$ cat config.mk
export PLATFORM = sky130hd
export DESIGN_NAME = ifu
export DESIGN_NICKNAME = d
export VERILOG_FILES = /design/src/rtl/ifu.sv
export SDC_FILE = /design/constraint.sdc
export NUM_CORES = 1
export LEC_CHECK = 0
export BUFFER_PORTS_ARGS = -buffer_cell sky130_fd_sc_hd__buf_4
export CORE_MARGIN = 5
export CORE_UTILIZATION = 54
export DETAILED_ROUTE_END_ITERATION = 7
export GPL_TIMING_DRIVEN = 0
export HOLD_SLACK_MARGIN = 0.06
export MAX_ROUTING_LAYER = met4
export PLACE_DENSITY = 0.8
export SLEW_MARGIN = 10
export SYNTH_ARGS = -nofsm -noshare
export SYNTH_HDL_FRONTEND = slang
export SYNTH_SLANG_ARGS = --single-unit
$ cat constraint.sdc
create_clock -name clk -period 8.9 [get_ports clk]
set_input_delay 0.89 -clock clk [delete_from_list [all_inputs] [get_ports clk]]
set_output_delay 0.89 -clock clk [all_outputs]
set_load 0.02 [all_outputs]
$ cat src/rtl/ifu.sv
// rtl/ifu.sv - instruction fetch unit: sequential paired fetch with a 2-entry fetch buffer
package ifu_pkg;
  typedef struct packed {
    logic        i0_valid;
    logic [31:0] i0_inst;
    logic        i1_valid;
    logic [31:0] i1_inst;
    logic [31:0] addr;
  } inst_pkt_t;
endpackage

module ifu
  import ifu_pkg::*;
#(
  parameter logic [31:0] RESET_ADDR = 32'h0000_0000
) (
  input  logic        clk,
  input  logic        rst_n,
  input  logic        stall_dec,
  input  logic        dec_ready,
  input  logic        flush_ifu,
  input  logic [31:0] redirect_addr,
  output logic        imem_req,
  output logic [31:0] imem_addr,
  input  logic        imem_rvalid,
  input  logic [63:0] imem_rdata,
  output inst_pkt_t   ifu_inst_p
);

  logic [63:0] buf_data [2];
  logic [31:0] buf_addr [2];
  logic [1:0]  buf_skip;
  logic        rd_ptr;
  logic        wr_ptr;
  logic [1:0]  count;
  logic        inflight;
  logic [31:0] inflight_addr;
  logic [31:0] fetch_pc;
  logic        skip_pending;

  logic        head_valid;
  logic        accept;
  logic        push;
  logic        req_core;
  logic [2:0]  occupancy;

  assign head_valid = (count != 2'd0);

  always_comb begin
    ifu_inst_p.i0_valid = head_valid && !buf_skip[rd_ptr];
    ifu_inst_p.i0_inst  = buf_data[rd_ptr][31:0];
    ifu_inst_p.i1_valid = head_valid;
    ifu_inst_p.i1_inst  = buf_data[rd_ptr][63:32];
    ifu_inst_p.addr     = buf_addr[rd_ptr];
  end

  assign accept = dec_ready && !stall_dec && (ifu_inst_p.i0_valid || ifu_inst_p.i1_valid);
  assign push   = imem_rvalid && inflight && !flush_ifu;

  // Credit check counts the response already in flight so the buffer can never overflow.
  assign occupancy = {1'b0, count} + {2'b00, inflight} - {2'b00, accept};
  assign req_core  = !flush_ifu && (occupancy < 3'd2);
  assign imem_req  = rst_n && req_core;
  assign imem_addr = fetch_pc;

  always_ff @(posedge clk) begin
    if (push) begin
      buf_data[wr_ptr] <= imem_rdata;
      buf_addr[wr_ptr] <= inflight_addr;
    end
  end

  always_ff @(posedge clk or negedge rst_n) begin
    if (!rst_n) begin
      buf_skip      <= 2'b00;
      rd_ptr        <= 1'b0;
      wr_ptr        <= 1'b0;
      count         <= 2'd0;
      inflight      <= 1'b0;
      inflight_addr <= 32'd0;
      fetch_pc      <= RESET_ADDR;
      skip_pending  <= 1'b0;
    end else if (flush_ifu) begin
      rd_ptr       <= 1'b0;
      wr_ptr       <= 1'b0;
      count        <= 2'd0;
      inflight     <= 1'b0;
      fetch_pc     <= {redirect_addr[31:3], 3'b000};
      skip_pending <= redirect_addr[2];
    end else begin
      inflight <= req_core;
      if (req_core) begin
        fetch_pc      <= fetch_pc + 32'd8;
        inflight_addr <= fetch_pc;
      end
      if (push) begin
        buf_skip[wr_ptr] <= skip_pending;
        wr_ptr           <= ~wr_ptr;
        skip_pending     <= 1'b0;
      end
      if (accept) begin
        rd_ptr <= ~rd_ptr;
      end
      count <= count + {1'b0, push} - {1'b0, accept};
    end
  end

endmodule

# Yosys cells after proc, flatten, opt, wreduce, memory -nomap -nowiden

Memories as Yosys holds them, arrays and structs flattened.
Cells that the tools add are included.

Register bits after elaboration: 72
RAM bits: 192
Input bits: 102
Memories: 2

$add $sub $neg: 5
Magnitude comparators: 4
Muxes and demuxes: 17
Bitwise operators: 3
Reductions and logical operators: 18

Memories:

| memory   | words | bits a word | read ports | clocked after memory_dff | write ports | line | text |
|---|---|---|---|---|---|---|---|
| buf_data | 2     | 64          | 1          | 0                        | 1           | 30   | `logic [63:0] buf_data [2];` |
| buf_addr | 2     | 32          | 1          | 0                        | 1           | 31   | `logic [31:0] buf_addr [2];` |

Operators by type and width:

| cell                                                        | number |
|---|---|
| 2-to-1 mux 32 bit                                           | 2 |
| adder 32 x 4 -> 32 bit (second input constant)              | 1 |
| 2-to-1 mux 1 bit                                            | 12 |
| logical AND 1 bit                                           | 8 |
| nonzero test 2 bit                                          | 4 |
| less-than comparator 1 x 2 -> 1 bit (second input constant) | 2 |
| AND reduction 2 bit                                         | 2 |
| adder 2 x 1 -> 3 bit                                        | 1 |
| logical NOT 1 bit                                           | 3 |
| less-than comparator 3 x 2 -> 1 bit (second input constant) | 1 |
| NOT 1 bit                                                   | 3 |
| subtractor 3 x 1 -> 3 bit                                   | 1 |
| adder 2 x 1 -> 2 bit                                        | 1 |
| bitwise mux 2 bit                                           | 1 |
| 2-to-1 mux 2 bit                                            | 1 |
| subtractor 2 x 1 -> 2 bit                                   | 1 |
| demux 1 bit (select 1 bit)                                  | 1 |
| >= comparator 1 bit (second input constant)                 | 1 |
| logical OR 1 bit                                            | 1 |

# Logic depth before layout (Yosys ltp)

Gate-level depths: netlist (run 1).

Depth in word-level cells: 11
Gate-level depth with buffers: 11

# Worst setup path after synthesis (run 1)

Ideal clock, no wire load.

Path kind: input -> register
From: in flush_ifu
To: reg buf_skip[0]
Setup time: 0.097 ns
Data arrival time: 8.407 ns
Path slack: 0.396 ns
Stages: 3
Path through: clkbuf_1 -> nor3_1 -> mux2_2

Longest elaborated chain between the ends: 3
Elaborated cells between the ends (all ways): 4
Those cells by class: 1 x bitwise; 3 x reduce/logical

RTL lines:

| element                                | line | text |
|---|---|---|
| from (decl)                            | 21   | `input logic flush_ifu,` |
| logical NOT 1 bit                      | 58   | `assign push = imem_rvalid && inflight && !flush_ifu;` |
| logical AND 1 bit                      | 58   |  |
| AND reduction 2 bit (no source line) * | --   |  |
| to (signal, indexed assignment)        | 97   | `buf_skip[wr_ptr] <= skip_pending;` |
| to (decl)                              | 32   | `logic [1:0] buf_skip;` |

Every way passes the cells marked *; elsewhere a longest branch is shown, timed or not.
A chain may end at the register's enable or synchronous reset.

# Worst setup path after layout (run 1)

From: reg count[1]
To: out imem_req

Longest elaborated chain between the ends: 8
Elaborated cells between the ends (all ways): 9
Those cells by class: 2 x add/sub; 1 x order compare; 6 x reduce/logical

RTL lines:

| element                               | line | text |
|---|---|---|
| from (decl)                           | 35   | `logic [1:0] count;` |
| from (signal assigned)                | 104  | `count <= count + {1'b0, push} - {1'b0, accept};` |
| nonzero test 2 bit                    | 47   | `assign head_valid = (count != 2'd0);` |
| logical AND 1 bit                     | 50   | `ifu_inst_p.i0_valid = head_valid && !buf_skip[rd_ptr];` |
| logical OR 1 bit                      | 57   | `assign accept = dec_ready && !stall_dec && (ifu_inst_p.i0_valid \|\| ifu_inst_p.i1_valid);` |
| logical AND 1 bit                     | 57   |  |
| subtractor 3 x 1 -> 3 bit *           | 61   | `assign occupancy = {1'b0, count} + {2'b00, inflight} - {2'b00, accept};` |
| less-than comparator 3 x 2 -> 1 bit * | 62   | `assign req_core = !flush_ifu && (occupancy < 3'd2);` |
| logical AND 1 bit *                   | 62   |  |
| logical AND 1 bit *                   | 63   | `assign imem_req = rst_n && req_core;` |
| to (decl)                             | 23   | `output logic imem_req,` |

Marked as above.

==> metrics.log, run 1 <==
INFO  metric status = finished clean
INFO  metric period_minus_slack = 4.848 ns
INFO  metric post_synthesis_cell_count = 639
INFO  metric worst_ep_required_time = 8.01 ns
INFO  metric antennaDiodeCount = 0
INFO  metric grt_start_max_net_pins = 68
INFO  metric design.final.nets = 1010
INFO  metric clkSinkCount = 252
INFO  metric detailedRoute.firstPassIterationCount = 5
INFO  metric cp_max_fanout = 10
INFO  metric grt_antenna_before_repair = 0
INFO  metric cts_buffer_depth = 3
INFO  metric period_utilization = 54.48%
INFO  metric clock-root-buffer = sky130_fd_sc_hd__clkbuf_16
INFO  metric port_buffers = 224
INFO  metric yosys_warnings = 0
INFO  metric hold_slack = 0.4641 ns
INFO  metric synth-async-reset-ratio = 26.19%
INFO  metric hold_viol_final = 0
INFO  metric vias = 6525
INFO  metric final-setup-viol-count = 0
INFO  metric drt-wirelength-per-cell = 20.07 um
INFO  metric drv_cap = 0
INFO  metric postCtsHoldBufs = 0
INFO  metric worst_skew_pair.late_latency = 0.51 ns
INFO  metric htreeDepth = 1
INFO  metric gp_routability_congestion = 0.9365
INFO  metric ys_dominant_reg_cell = sky130_fd_sc_hd__edfxtp_1
INFO  metric path_class = register to output port
INFO  metric yosysUniqueCellTypes = 50
INFO  metric synth-edff-count = 186
INFO  metric hold_path.class = register to register
INFO  metric placeableCoreArea = 18640 um^2
INFO  metric ios = 233
INFO  metric grt_usage = 21.59%
INFO  metric detail_route.vias_per_cell = 5.640
INFO  metric mappedNetlistArea = 10180 um^2
INFO  metric layout-drive-gt1-share = 45.07%
INFO  metric fp.dieArea = 21690 um^2
INFO  metric synth_sequential_area_ratio = 71.12%
INFO  metric finalClockSkew = 0.01218 ns
INFO  metric irDropWorstVdd = 0.0001832 V
INFO  metric routed_wirelength = 23220 um
INFO  metric ctsResizeCount = 0
INFO  metric cellLeakagePower = 5.047 nW
INFO  metric cp_data_arrival_time = 3.96 ns
INFO  metric clkTransAtPathRegs = 0.06 ns
INFO  metric cp-start-kind = register
INFO  metric final_antenna_net_count = 0
INFO  metric drt_iter0_markers = 513
INFO  metric grt_first_pass_wirelength = 36270 um
INFO  metric postSynthRegisterBits = 252
INFO  metric post_cts.repair.setup_buffers = 0
INFO  metric worst-slew-pin-transition = 0.9342 ns
INFO  metric place_area = 12280 um^2
INFO  metric synthesis.area_per_instance = 15.92 um^2
INFO  metric final_max_tran_viols = 0
INFO  metric cts-buffers-inserted = 25
INFO  metric die_w = 147.3 um
INFO  metric globalRouteOverflowTotal = 0
INFO  metric initial_utilization = 54.58%
INFO  metric y_dimension_of_the_die = 147.3 um
INFO  metric route.detailed.drc = 0
INFO  metric first_global_vias = 6644
INFO  metric power-per-cell-area = 238.6 nW/um^2
INFO  metric dp.final_hpwl = 16500 um
INFO  metric cts_tree = done
INFO  metric syn2layout_area_growth = 29.13%
INFO  metric critPathCaptureType = output port
INFO  metric maxSlewHeadroom = 37.15%
INFO  metric n_fill_cell = 1306
INFO  metric max_clock_freq = 206.3 MHz
INFO  metric design_area = 13140 um^2
INFO  metric setup_repair_after_global_routing_missed_its_margin = no
INFO  metric floorplan.rows = 50
layout make-up:
cell class | instances | area, um^2 | share of cell area, %
plain buffers | 34 | 170.2 | 1.295
clock buffers | 31 | 678.2 | 5.161
clock inverters | 14 | 182.7 | 1.390
inverters | 9 | 33.78 | 0.2571
multi-input cells | 349 | 2761 | 21.02
flip-flops and latches | 252 | 7237 | 55.08
well taps | 234 | 292.8 | 2.228
repair buffers | 234 | 1784 | 13.58
Yosys cell counts, types with 4 or more instances:
cell type / n / area, um^2
sky130_fd_sc_hd__and4_1: 4 / 35.03
sky130_fd_sc_hd__dfrtp_1: 66 / 1652
sky130_fd_sc_hd__o31ai_1: 7 / 52.55
sky130_fd_sc_hd__edfxtp_1: 186 / 5585
sky130_fd_sc_hd__a22oi_1: 4 / 30.03
sky130_fd_sc_hd__nor2_1: 18 / 67.56
sky130_fd_sc_hd__xor2_1: 9 / 78.83
sky130_fd_sc_hd__nand2_1: 34 / 127.6
sky130_fd_sc_hd__inv_1: 8 / 30.03
sky130_fd_sc_hd__a21oi_1: 6 / 30.03
sky130_fd_sc_hd__o21ai_0: 21 / 105.1
sky130_fd_sc_hd__mux2_2: 117 / 1318
sky130_fd_sc_hd__a31oi_1: 6 / 37.54
sky130_fd_sc_hd__or4_1: 5 / 37.54
sky130_fd_sc_hd__nand4_1: 18 / 112.6
sky130_fd_sc_hd__nand3_1: 21 / 105.1
sky130_fd_sc_hd__nor3b_1: 4 / 30.03
sky130_fd_sc_hd__nor3_1: 11 / 55.05
sky130_fd_sc_hd__buf_2: 7 / 35.03
sky130_fd_sc_hd__clkbuf_1: 15 / 56.30
sky130_fd_sc_hd__nor4_1: 4 / 25.02
sky130_fd_sc_hd__buf_4: 9 / 67.56
sky130_fd_sc_hd__nor2b_1: 10 / 62.56
sky130_fd_sc_hd__xnor2_1: 4 / 35.03
logic make-up after synthesis:
kind of cell    Yosys count  synth area share [%]
mux                     120                 13.27
other cells               1               0.03685
fa+ha+maj                 3                0.4426
compound gates           58                 3.689
flops                   252                 71.12
simple gates            147                 7.894
buf+inv                  43                 2.004
xor+xnor                 15                 1.549
final timing paths:
kind	startpoint	endpoint	cells past startpoint	slack [ns]
min in group asynchronous	rst_n	imem_addr[16]	1	0.49
setup reg to reg	count[1]	imem_addr[20]	10	5.29
setup / recovery	count[1]	imem_req	11	4.05
hold reg to reg	inflight_addr[24]	buf_addr[1][24]	0	0.46
hold / removal	inflight_addr[24]	buf_addr[1][24]	0	0.46
max in group asynchronous	rst_n	imem_addr[12]	1	7.82
sequential cells by signal, indices dropped and copies added, names as in the netlist:
signal,flops
buf_skip,2
imem_addr,29
inflight_addr,29
buf_data,128
skip_pending,1
inflight,1
wr_ptr,1
count,2
rd_ptr,1
buf_addr,58
per-layer routing:
layer,wire [um],vias up,share of wire (%),GRT usage (%)
li1,-,2965,-,-
met1,9508,3193,41,28.54
met2,11160,330,48,35.05
met3,2220,37,9.6,5.059
met4,331,0,1.4,3.961
met5,0,-,0,-
report_power, final:
part / total (W) / internal [W] / switching (W)
clock: 0.00108 / 0.000658 / 0.000420
sequential: 0.00152 / 0.00143 / 0.0000915
combinational: 0.000538 / 0.000252 / 0.000287
cell usage in the layout, fill, tap and decap left out, types with 3 or more instances in the layout:
cell type,Yosys,routed
sky130_fd_sc_hd__nand3_1,21,21
sky130_fd_sc_hd__buf_1,3,3
sky130_fd_sc_hd__dfrtp_1,66,66
sky130_fd_sc_hd__nor3_1,11,10
sky130_fd_sc_hd__mux2_2,117,117
sky130_fd_sc_hd__clkbuf_1,15,18
sky130_fd_sc_hd__or4_1,5,5
sky130_fd_sc_hd__a22oi_1,4,4
sky130_fd_sc_hd__or3_1,3,3
sky130_fd_sc_hd__o31ai_1,7,7
sky130_fd_sc_hd__clkbuf_16,0,25
sky130_fd_sc_hd__a31oi_1,6,6
sky130_fd_sc_hd__nor2_1,18,18
sky130_fd_sc_hd__nor4_1,4,4
sky130_fd_sc_hd__buf_4,9,240
sky130_fd_sc_hd__inv_1,8,8
sky130_fd_sc_hd__nor3b_1,4,4
sky130_fd_sc_hd__xnor2_1,4,4
sky130_fd_sc_hd__o21ai_0,21,21
sky130_fd_sc_hd__nand4_1,18,18
sky130_fd_sc_hd__xor2_1,9,9
sky130_fd_sc_hd__bufinv_16,0,4
sky130_fd_sc_hd__o311ai_0,3,3
sky130_fd_sc_hd__clkbuf_8,0,3
sky130_fd_sc_hd__buf_2,7,7
sky130_fd_sc_hd__edfxtp_1,186,186
sky130_fd_sc_hd__nor2b_1,10,10
sky130_fd_sc_hd__and4_1,4,4
sky130_fd_sc_hd__nand2_1,34,34
sky130_fd_sc_hd__clkinv_1,1,4
sky130_fd_sc_hd__o311ai_1,3,3
sky130_fd_sc_hd__conb_1,1,6
sky130_fd_sc_hd__a21oi_1,6,6
stage by stage:
step | std cells | utilization, % | worst slack (ns) | power (W) | TNS [ns]
global route | 1157 | 70.48 | 3.774 | 0.003272 | 0
finish | 1157 | 70.48 | 4.052 | 0.003135 | 0
CTS | 1157 | 70.48 | 3.979 | 0.003163 | 0
detailed placement | 1112 | 65.87 | 4.310 | 0.002082 | 0
global placement | 1102 | 65.28 | -3.730 | 0.002067 | -293.27
floorplan | 644 | - | 0.3960 | 0.001846 | 0
critical path: stages, from the launching register on:
cell	delay, ns
sky130_fd_sc_hd__dfrtp_1	0.58
sky130_fd_sc_hd__nor2_1	0.17
sky130_fd_sc_hd__nor3b_2	0.43
sky130_fd_sc_hd__nor2b_1	0.27
sky130_fd_sc_hd__o21ai_0	0.14
sky130_fd_sc_hd__fa_1	0.51
sky130_fd_sc_hd__xnor2_4	0.35
sky130_fd_sc_hd__nand3_2	0.32
sky130_fd_sc_hd__buf_4	0.30
sky130_fd_sc_hd__inv_1	0.07
sky130_fd_sc_hd__and2_1	0.14
sky130_fd_sc_hd__buf_4	0.15
(Power assumes the default switching activity.)
==> run 2: changes to the inputs <==
==> constraint.sdc (replaced) <==
create_clock -name clk -period 4.7 [get_ports clk]
set_input_delay 0.47 -clock clk [delete_from_list [all_inputs] [get_ports clk]]
set_output_delay 0.47 -clock clk [all_outputs]
set_load 0.02 [all_outputs]
==> metrics.log, run 2 (synthesis results as in run 1) <==
INFO  metric cp_data_arrival_time = 3.94 ns
INFO  metric clkTransAtPathRegs = 0.06 ns
INFO  metric hold_viol_final = 0
INFO  metric drt_iter0_markers = 494
INFO  metric dp.final_hpwl = 16470 um
INFO  metric endpoint = imem_req
INFO  metric grt_usage = 21.90%
INFO  metric first_global_vias = 6687
INFO  metric cts_tree = done
INFO  metric power.combinational.fraction = 17.7%
INFO  metric port_buffers = 224
INFO  metric placeableCoreArea = 18640 um^2
INFO  metric power_report.internal_total = 0.004356 W
INFO  metric fp.dieArea = 21690 um^2
INFO  metric syn2layout_area_growth = 29.10%
INFO  metric multi_input_area = 2774 um^2
INFO  metric regToRegSetupSlack = 0.99 ns
INFO  metric gp_routability_congestion = 0.9122
INFO  metric cp-start-kind = register
INFO  metric largest_register_by_flop_count = buf_data
INFO  metric timing.rr.end = imem_addr[26]
INFO  metric power-per-cell-area = 445.7 nW/um^2
INFO  metric commonest_non_fill_non_tap_cell_in_the_layout = sky130_fd_sc_hd__buf_4
INFO  metric pwr-share-clk = 33.2%
INFO  metric cp_max_fanout = 10
INFO  metric period_utilization = 93.82%
INFO  metric clock-root-buffer = sky130_fd_sc_hd__clkbuf_16
INFO  metric detail_route.vias_per_cell = 5.636
INFO  metric route.detailed.drc = 0
INFO  metric setup_repair_after_global_routing_missed_its_margin = no
INFO  metric layout_top_registers = buf_data x128, buf_addr x58
INFO  metric power.share.sequential = 49.1%
INFO  metric drv_cap = 0
INFO  metric floorplan.rows = 50
INFO  metric critPathCaptureType = output port
INFO  metric irDropWorstVdd = 0.0003977 V
INFO  metric cellLeakagePower = 5.039 nW
INFO  metric final-setup-viol-count = 0
INFO  metric y_dimension_of_the_die = 147.3 um
INFO  metric hold_path.class = primary input to asynchronous set/reset pin
INFO  metric layout-drive-gt1-share = 44.78%
INFO  metric final_max_tran_viols = 0
INFO  metric p_sw_share = 25.60%
INFO  metric antennaDiodeCount = 0
INFO  metric design_area = 13140 um^2
INFO  metric postCtsHoldBufs = 0
INFO  metric largest_register_ffs = 128
INFO  metric finalClockSkew = 0.01313 ns
INFO  metric path_class = register to output port
INFO  metric cts_buffer_depth = 3
INFO  metric detailedRoute.firstPassIterationCount = 4
INFO  metric mostFrequentLayoutCells = sky130_fd_sc_hd__buf_4, sky130_fd_sc_hd__edfxtp_1, sky130_fd_sc_hd__mux2_2
INFO  metric worst_ep_required_time = 4.23 ns
INFO  metric period_minus_slack = 4.410 ns
INFO  metric grt_start_max_net_pins = 68
INFO  metric maxSlewHeadroom = 29.07%
INFO  metric n_fill_cell = 1325
INFO  metric grt_antenna_before_repair = 0
INFO  metric worst_skew_pair.late_latency = 0.51 ns
INFO  metric max_clock_freq = 226.8 MHz
INFO  metric clkSinkCount = 252
INFO  metric place_area = 12320 um^2
INFO  metric drt-wirelength-per-cell = 20.36 um
INFO  metric fin_tns_setup = 0 ns
INFO  metric htreeDepth = 1
INFO  metric grt_first_pass_wirelength = 36720 um
INFO  metric p_sw = 0.001499 W
INFO  metric cts-buffers-inserted = 25
INFO  metric area.sequential = 7237 um^2
INFO  metric status = finished clean
INFO  metric routed_wirelength = 23490 um
INFO  metric setup.worst_path.start = count[1]
INFO  metric initial_utilization = 54.58%
INFO  metric design.final.nets = 1007
INFO  metric ios = 233
INFO  metric worst-slew-pin-transition = 1.054 ns
INFO  metric rr_worst_depth = 10
INFO  metric die_w = 147.3 um
INFO  metric r2r-start = count[1]
INFO  metric vias = 6504
INFO  metric globalRouteOverflowTotal = 0
INFO  metric final_antenna_net_count = 0
==> run 2: cell types whose count changed in the layout (fill, tap and decap cells not counted), moves of 2 or more <==
cell                         previous run  this run
sky130_fd_sc_hd__buf_4                240       233
sky130_fd_sc_hd__buf_6                  2         0
sky130_fd_sc_hd__buf_8                  0         4
sky130_fd_sc_hd__bufinv_16              4         2
sky130_fd_sc_hd__clkbuf_1              18        22
sky130_fd_sc_hd__clkinv_1               4         1
sky130_fd_sc_hd__clkinv_2               2         7
sky130_fd_sc_hd__clkinvlp_4             2         0
==> run 2: through the flow <==
stage | setup WS, ns | util, % | hold slack (ns) | power (W) | instances
2_1_floorplan | 1.105 | - | 0.1744 | 0.003487 | 644
3_3_place_gp | -0.3278 | 65.34 | 0.4442 | 0.003899 | 1102
3_5_place_dp | 0.6840 | 66.07 | 0.4549 | 0.003957 | 1109
4_1_cts | 0.1155 | 70.44 | 0.09836 | 0.005916 | 1154
5_1_grt | 0.0009130 | 70.47 | 0.1218 | 0.006113 | 1154
6_report | 0.2903 | 70.47 | 0.06434 | 0.005855 | 1154
==> run 2: worst min path at each step <==
stage	start	end	slack, ns	cells past startpoint
finish	rst_n	inflight_addr[16]	0.06	1
global route	imem_rdata[54]	buf_data[1][54]	0.12	1
CTS	rst_n	inflight_addr[20]	0.1	1
detailed placement	inflight_addr[17]	buf_addr[0][17]	0.45	0
global placement	inflight_addr[15]	buf_addr[0][15]	0.44	0
floorplan	rst_n	buf_skip[0]	0.17	0
==> run 2: final cells by class <==
class                           count  share of cell area, %
Buffer                             34                  1.295
Clock buffer                       36                  5.467
Clock inverter                      9                 0.7238
Inverter                            9                 0.2571
Multi-Input combinational cell    349                  21.11
Sequential cell                   252                  55.09
Tap cell                          234                  2.229
Timing Repair Buffer              231                  13.83
==> run 2: power groups by stage <==
stage | Sequential (W) | Clock [W] | Combinational, W
floorplan | 0.00291 | 0 | 0.000580
global placement | 0.00291 | 0 | 0.000991
detailed placement | 0.00292 | 0 | 0.00104
CTS | 0.00288 | 0.00200 | 0.00104
global route | 0.00291 | 0.00209 | 0.00111
finish | 0.00287 | 0.00195 | 0.00103
==> run 2: per-layer routing <==
| metal | up-vias | wire (um) | GRT usage, % |
|---|---|---|---|
| li1 | 2955 | - | - |
| met1 | 3207 | 9384 | 29.18 |
| met2 | 310 | 11670 | 35.78 |
| met3 | 32 | 2082 | 4.287 |
| met4 | 0 | 359 | 4.380 |
| met5 | - | 0 | - |
==> run 2: critical path, cell delays in order, from the launching register on <==
cell and delay (ns):
sky130_fd_sc_hd__dfrtp_1 0.58, sky130_fd_sc_hd__nor2_1 0.19, sky130_fd_sc_hd__nor3b_4 0.37, sky130_fd_sc_hd__nor2b_1 0.28, sky130_fd_sc_hd__o21ai_0 0.16, sky130_fd_sc_hd__fa_1 0.51
sky130_fd_sc_hd__xnor2_4 0.35, sky130_fd_sc_hd__nand3_2 0.32, sky130_fd_sc_hd__buf_4 0.30, sky130_fd_sc_hd__inv_1 0.08, sky130_fd_sc_hd__and2_1 0.14, sky130_fd_sc_hd__buf_4 0.15
==> run 2: what timing repair did <==
action,CTS,global route
setup endpoints to repair,0,1
setup buffers,0,0
gates resized for setup,0,1
